$ cat src/rtl/booth_multiply.sv
// Iterative 32x32 signed multiplier with radix-4 Booth recoding: 16 steps, two bits per step.
// A level-driven begin/end handshake gives exactly one multiply per mult_begin assertion.
module booth_multiply (
  input  logic        clk,
  input  logic        reset,
  input  logic        mult_begin,
  input  logic [31:0] mult_op1,
  input  logic [31:0] mult_op2,
  output logic [63:0] product,
  output logic        mult_end,
  output logic        busy
);

  localparam int DATA_W = 32;
  localparam int ACC_W  = DATA_W + 2;

  typedef enum logic [1:0] {IDLE, RUN, DONE} state_t;

  state_t                   state, state_nxt;
  logic [3:0]               iter;
  logic signed [ACC_W-1:0]  x_q;
  logic [2*DATA_W+2:0]      p_q;
  logic signed [ACC_W-1:0]  a_sum;
  logic [2*DATA_W+2:0]      p_step;
  logic                     load, step, wr;

  function automatic logic signed [ACC_W-1:0] booth_term(
    input logic [2:0]              trip,
    input logic signed [ACC_W-1:0] x
  );
    case (trip)
      3'b001, 3'b010: booth_term = x;
      3'b011:         booth_term = x <<< 1;
      3'b100:         booth_term = -(x <<< 1);
      3'b101, 3'b110: booth_term = -x;
      default:        booth_term = '0;
    endcase
  endfunction

  // One Booth step: accumulate into A, then shift the whole P register right by two.
  always_comb begin
    a_sum  = $signed(p_q[2*DATA_W+2:DATA_W+1]) + booth_term(p_q[2:0], x_q);
    p_step = {{2{a_sum[ACC_W-1]}}, a_sum, p_q[DATA_W:2]};
  end

  always_comb begin
    state_nxt = state;
    load      = 1'b0;
    step      = 1'b0;
    wr        = 1'b0;
    case (state)
      IDLE: begin
        if (mult_begin) begin
          load      = 1'b1;
          state_nxt = RUN;
        end
      end
      RUN: begin
        if (!mult_begin) begin
          state_nxt = IDLE;
        end else begin
          step = 1'b1;
          if (iter == 4'd15) begin
            wr        = 1'b1;
            state_nxt = DONE;
          end
        end
      end
      DONE: begin
        if (!mult_begin) state_nxt = IDLE;
      end
      default: state_nxt = IDLE;
    endcase
  end

  always_ff @(posedge clk) begin
    if (reset) begin
      state   <= IDLE;
      iter    <= 4'd0;
      product <= 64'h0;
    end else begin
      state <= state_nxt;
      if (load)      iter <= 4'd0;
      else if (step) iter <= iter + 4'd1;
      if (wr)        product <= p_step[2*DATA_W:1];
    end
  end

  // Operand/partial-product registers carry no reset; they are always reloaded on start.
  always_ff @(posedge clk) begin
    if (load) begin
      x_q <= {{2{mult_op1[DATA_W-1]}}, mult_op1};
      p_q <= {{ACC_W{1'b0}}, mult_op2, 1'b0};
    end else if (step) begin
      p_q <= p_step;
    end
  end

  assign busy     = (state == RUN);
  assign mult_end = (state == DONE);

endmodule
$ cat config.mk
export PLATFORM = sky130hd
export DESIGN_NAME = booth_multiply
export DESIGN_NICKNAME = d
export VERILOG_FILES = /design/src/rtl/booth_multiply.sv
export SDC_FILE = /design/constraint.sdc
export NUM_CORES = 1
export LEC_CHECK = 0
export CAP_MARGIN = 5
export CELL_PAD_IN_SITES_DETAIL_PLACEMENT = 1
export CELL_PAD_IN_SITES_GLOBAL_PLACEMENT = 2
export CORE_MARGIN = 5
export CORE_UTILIZATION = 34
export DETAILED_ROUTE_END_ITERATION = 8
export PLACE_DENSITY = 0.91
export RECOVER_POWER = 100
export SETUP_SLACK_MARGIN = 0.05
export SLEW_MARGIN = 20
export SYNTH_ARGS = -nofsm -noshare
export SYNTH_HDL_FRONTEND = slang
export SYNTH_SLANG_ARGS = --single-unit
export TNS_END_PERCENT = 20
$ cat constraint.sdc
create_clock -name clk -period 5.6 [get_ports clk]
set_input_delay 1.12 -clock clk [delete_from_list [all_inputs] [get_ports clk]]
set_output_delay 1.12 -clock clk [all_outputs]
set_load 0.05 [all_outputs]
# Yosys cells after proc, flatten, opt, wreduce, memory -nomap -nowiden
# Cells that the tools add are included.
dict set report word_totals {
  register_bits 167
  inputBits 67
  out_inout_bits 66
  wordCells 42
}
dict set report op_classes {
  n_addsub 4
  n_eq_ne 12
  muxes 14
  n_reduce_logical 6
}
# op n
set ops {}
lappend ops {{34-bit one-hot mux with 4 select lines} 1}
lappend ops {{33-bit 2-to-1 mux} 2}
lappend ops {{32-bit by 34-bit adder with 34-bit output} 1}
lappend ops {{32-bit negation with 34-bit output} 1}
lappend ops {{33-bit negation with 34-bit output} 1}
lappend ops {{3-bit == test (second input constant)} 3}
lappend ops {{2-bit 2-to-1 mux} 4}
lappend ops {{3-bit by 2-bit == test with 1-bit output (second input constant)} 2}
lappend ops {{1-bit 2-to-1 mux} 6}
lappend ops {{2-bit one-hot mux with 3 select lines} 1}
lappend ops {{2-bit OR reduction} 3}
lappend ops {{4-bit by 1-bit adder with 4-bit output (second input constant)} 1}
lappend ops {{4-bit == test (second input constant)} 1}
lappend ops {{2-bit != test (second input constant)} 2}
lappend ops {{3-bit by 1-bit == test with 1-bit output (second input constant)} 1}
lappend ops {{3-bit by 2-bit != test with 1-bit output (second input constant)} 1}
lappend ops {{3-bit AND reduction} 1}
lappend ops {{2-bit by 1-bit == test with 1-bit output (second input constant)} 1}
lappend ops {{2-bit == test (second input constant)} 1}
lappend ops {{2-bit logical NOT} 1}
lappend ops {{2-bit nonzero test} 1}

# Logic depth before layout (Yosys ltp)
dict set report logic_depth {
  depth_word 6
  mapped_depth 20
  depth_no_buf 18
}

# Least setup slack after synthesis
# Ideal clock, no wire load.
dict set report synth_path {
  path_type {register to register}
  start {register x_q[9]}
  end {register p_q[62]}
  arrival_time_ns 4.700
  path_slack_ns 0.782
  stages_incl_launch_ff 17
  period_less_slack_ns 4.818
  cell_sequence {edfxtp_1 > or4_4 > or4_2 > or3_1 > nand2_1 > xnor2_1 > a221oi_1 > a31oi_1 > ha_1 > and4_1 > o2bb2ai_1 > a31o_2 > a311oi_1 > a211o_1 > a21oi_1 > or3_1 > a32o_1}
}
dict set report synth_via {
  elab_chain_cells 3
}
# element line
set synth_rtl {}
lappend synth_rtl {{start: declaration} 21} ;# logic signed [ACC_W-1:0] x_q;
lappend synth_rtl {{start signal: assignment} 92} ;# x_q <= {{2{mult_op1[DATA_W-1]}}, mult_op1};
lappend synth_rtl {{33-bit negation with 34-bit output or 32-bit negation with 34-bit output (tied branches)} {34, 35}}
lappend synth_rtl {{34-bit one-hot mux with 4 select lines *} 31} ;# case (trip)
lappend synth_rtl {{32-bit by 34-bit adder with 34-bit output *} 42} ;# a_sum = $signed(p_q[2*DATA_W+2:DATA_W+1]) + booth_term(p_q[2:0], x_q);
lappend synth_rtl {{end signal: assignment} 93} ;# p_q <= {{ACC_W{1'b0}}, mult_op2, 1'b0};
lappend synth_rtl {{end signal: assignment} 95} ;# p_q <= p_step;
lappend synth_rtl {{end: declaration} 22} ;# logic [2*DATA_W+2:0] p_q;
# Every way passes the cells marked *; elsewhere a longest branch is shown, timed or not.
# A chain may end at the register's enable or synchronous reset.

# Final worst setup path
# Ends and elaborated chain as after synthesis.

==> impl_metrics.toml <==
[power_and_ir_drop]
ir_drop_mv = 0.1471
p_int_w = 0.002202
seq_power_share = 0.416
p_sw_w = 0.001100
p_per_area_mw_per_mm2 = 275.3
swShare = 0.3332
clock_power_share = 0.383
power_w = 0.003302
p_leak_nw = 4.510
combPwrFrac = 0.201

[clocking]
clk_path_buf_depth = 2
ctsHtreeMaxLevel = 4
cts-buffers-inserted = 17
clock-sinks = 167
clkLatencyLatePin_ns = 0.46
cts_tree = "yes"
cts_root_buf = "clkbuf_16"
cts.reportedPaths.clkPinSlew_ns = 0.08

[yosys]
syn_inst = 1130
ys_seq_area_frac = 0.4113
synthDistinctLibCells = 65
synth_edf_count = 64
syn_nets = 1233
synthFlopType = "dfxtp_1"
synth_area_leader_cell = "dfxtp_1"
yosysTopAreaCellShare = 0.2129
synth_area_leaders = "dfxtp_1, edfxtp_1, nand2_1"
syn_area_per_cell_um2 = 8.572
async_reset_ff_frac = 0
ys_ff_latch = 167
ys_warn_count = 0
synth_area_mm2 = 0.009687

[floorplanning]
die_h_um = 178.8
core-area_mm2 = 0.02793
num_rows = 61
start_util = 0.3468
dieArea_mm2 = 0.03197
io_pins = 133
die_w_um = 178.8

[global_route]
overflow = 0
grt_pass1_vias = 8922
grt_antenna_before_repair = 1
grt_pass1_wl_um = 48960
track_usage = 0.1936
grt_start_max_net_pins = 72

[detailed_routing]
wirelength_um = 31090
drtPass1Iterations = 5
wire_per_inst_um = 19.17
drc = 0
postRouteAntennaNets = 0
routed_via_density = 5.429
vias = 8806
drt_iter0_drc = 485

[critical_path]
cp.required_ns = 5.94
worst_path_most_repeated_cell = "or3_1"
ff2ff_setup_slack_ns = 0.30
r2r_cells = 17
cpMaxStageDelayCell = "or4_2"
cp-end-kind = "register"
startpoint = "x_q[9]"
cp_cell_sequence = "or4_4 > or4_2 > or3_1 > nand2_1 > xnor2_1 > a221oi_1 > a31oi_1 > ha_1 > and4_1 > o2bb2ai_1 > a31o_2 > a311oi_1 > clkbuf_1 > a211o_1 > a21oi_1 > or3_1 > a32o_1"
r2r_start = "x_q[9]"
crit_fanout = 6
critPathKind = "reg2reg"
startpoint_type = "register"
cpPeakStageDelay_ns = 0.67
cp.arrival_ns = 5.64
crit_end = "p_q[62]"
timing.rr.end = "p_q[62]"

[finish]
n_antenna_cell = 0
drive_above_1_share = 0.05547
seqCellArea_mm2 = 0.003985
multi_input_area_mm2 = 0.005344
layout_commonest_cell = "nand2_1"
fin_util = 0.4293
final_nets = 1334
area_delta_synth_final_pct = 23.79
most-common-layout-cells = "nand2_1, a21oi_1, dfxtp_1"
post-route-cell-area_mm2 = 0.01199
fillers = 3272

[sta]
max_freq_mhz = 188.5
fin_crit_sh = 0.9473
clock_skew_ns = 0.01706
finalSetupViolCount = 0
hold_violations = 0
rsz0062_at_grt = "false"
tightest_slew_ns = 2.748
setup_tns_ns = 0
finalCriticalPeriod_ns = 5.305
report.final.slew_viol_count = 102
maxSlewHeadroom = -0.8390

[place]
io_buffers = 132
dpl_cell_area_mm2 = 0.01138
dp_hpwl_um = 22120
gp_congestion = 0.8836

[worst_hold_path]
min_from = "product[43]"
hp-class = "reg2reg"

[run]
maxCapViolCount = 3

[run_status]
outcome = "finished with violations"
violations = "max-capacitance violations, max-slew violations"
-- how the worst min path moves through the flow --
| stage | endpoint | slack (ns) | cells after the start |
|---|---|---|---|
| after floorplan | p_q[33] | 0.43 | 2 |
| after global placement | product[29] | 0.44 | 2 |
| after detailed placement | product[40] | 0.45 | 2 |
| after CTS | product[43] | 0.46 | 2 |
| after global routing | product[50] | 0.47 | 2 |
| final | product[43] | 0.45 | 2 |
-- Yosys cell counts (all sizes together) (16+ instances only) --
cell	count
nand2	200
a21oi	123
dfxtp	103
nor2	88
edfxtp	64
clkbuf	54
o21ai	49
xnor2	47
mux2i	37
ha	35
nand3	27
xor2	25
a221oi	23
inv	21
a22o	19
buf	18
a31oi	17
nor3	16
-- layer usage --
metal  track usage  vias up  wire length (um)
met5             0        -                13
met4       0.06172        2               707
met2        0.3332      147             15380
met3       0.04112       33              1181
li1              -     4291                 -
met1        0.2418     4333             13810
-- area by class of cell --
type | instances | area share
repair buffers | 154 | 0.1223
inverters | 23 | 0.007199
well taps | 378 | 0.03944
clock buffers | 17 | 0.03548
clock inverters | 15 | 0.01763
multi-input cells | 868 | 0.4456
flip-flops and latches | 167 | 0.3323
-- worst max-delay path: cells and delay by family, from the launching register on --
family,cells,cell delay (ns)
AND/OR/NAND/NOR,6,2.33
adder cells (fa/ha/maj),1,0.39
AO/OA/AOI/OAI,8,1.71
flip-flops,1,0.48
buffers and inverters,1,0.21
XOR/XNOR,1,0.09
-- power groups by stage --
stage | clock network, W | logic (W) | registers (W)
CTS | 0.00129 | 0.000670 | 0.00137
global placement | 0 | 0.000653 | 0.00140
detailed placement | 0 | 0.000664 | 0.00140
floorplan | 0 | 0.000456 | 0.00138
finish | 0.00126 | 0.000663 | 0.00137
global route | 0.00134 | 0.000726 | 0.00138
-- state kept, by name, indices dropped and copies added (netlist names) --
register	count
state	2
x_q	32
product	64
p_q	65
iter	4
-- repair_timing --
item	4_1_cts	5_1_grt
hold buffers	0	0
setup buffers	0	0
resized for setup	0	1
setup endpoints to repair	0	1
endpoints found under the hold margin	0	0
-- cell families after synthesis --
kind of cell / count (synthesis) / synth area share
flops: 167 / 0.4113
compound gates: 314 / 0.2098
xor+xnor: 72 / 0.06510
buf+inv: 95 / 0.03746
fa+ha+maj: 36 / 0.04727
simple gates: 407 / 0.1874
mux: 39 / 0.04172
-- through the flow --
stage,setup slack (ns),hold slack [ns],std cells
final,0.2953,0.4537,1622
after global routing,0.03571,0.4721,1622
after CTS,0.3565,0.4596,1622
after detailed placement,0.4117,0.4489,1590
after global placement,0.5870,0.4409,1590
after floorplan,0.7823,0.4315,1130
(Power assumes the default switching activity.)
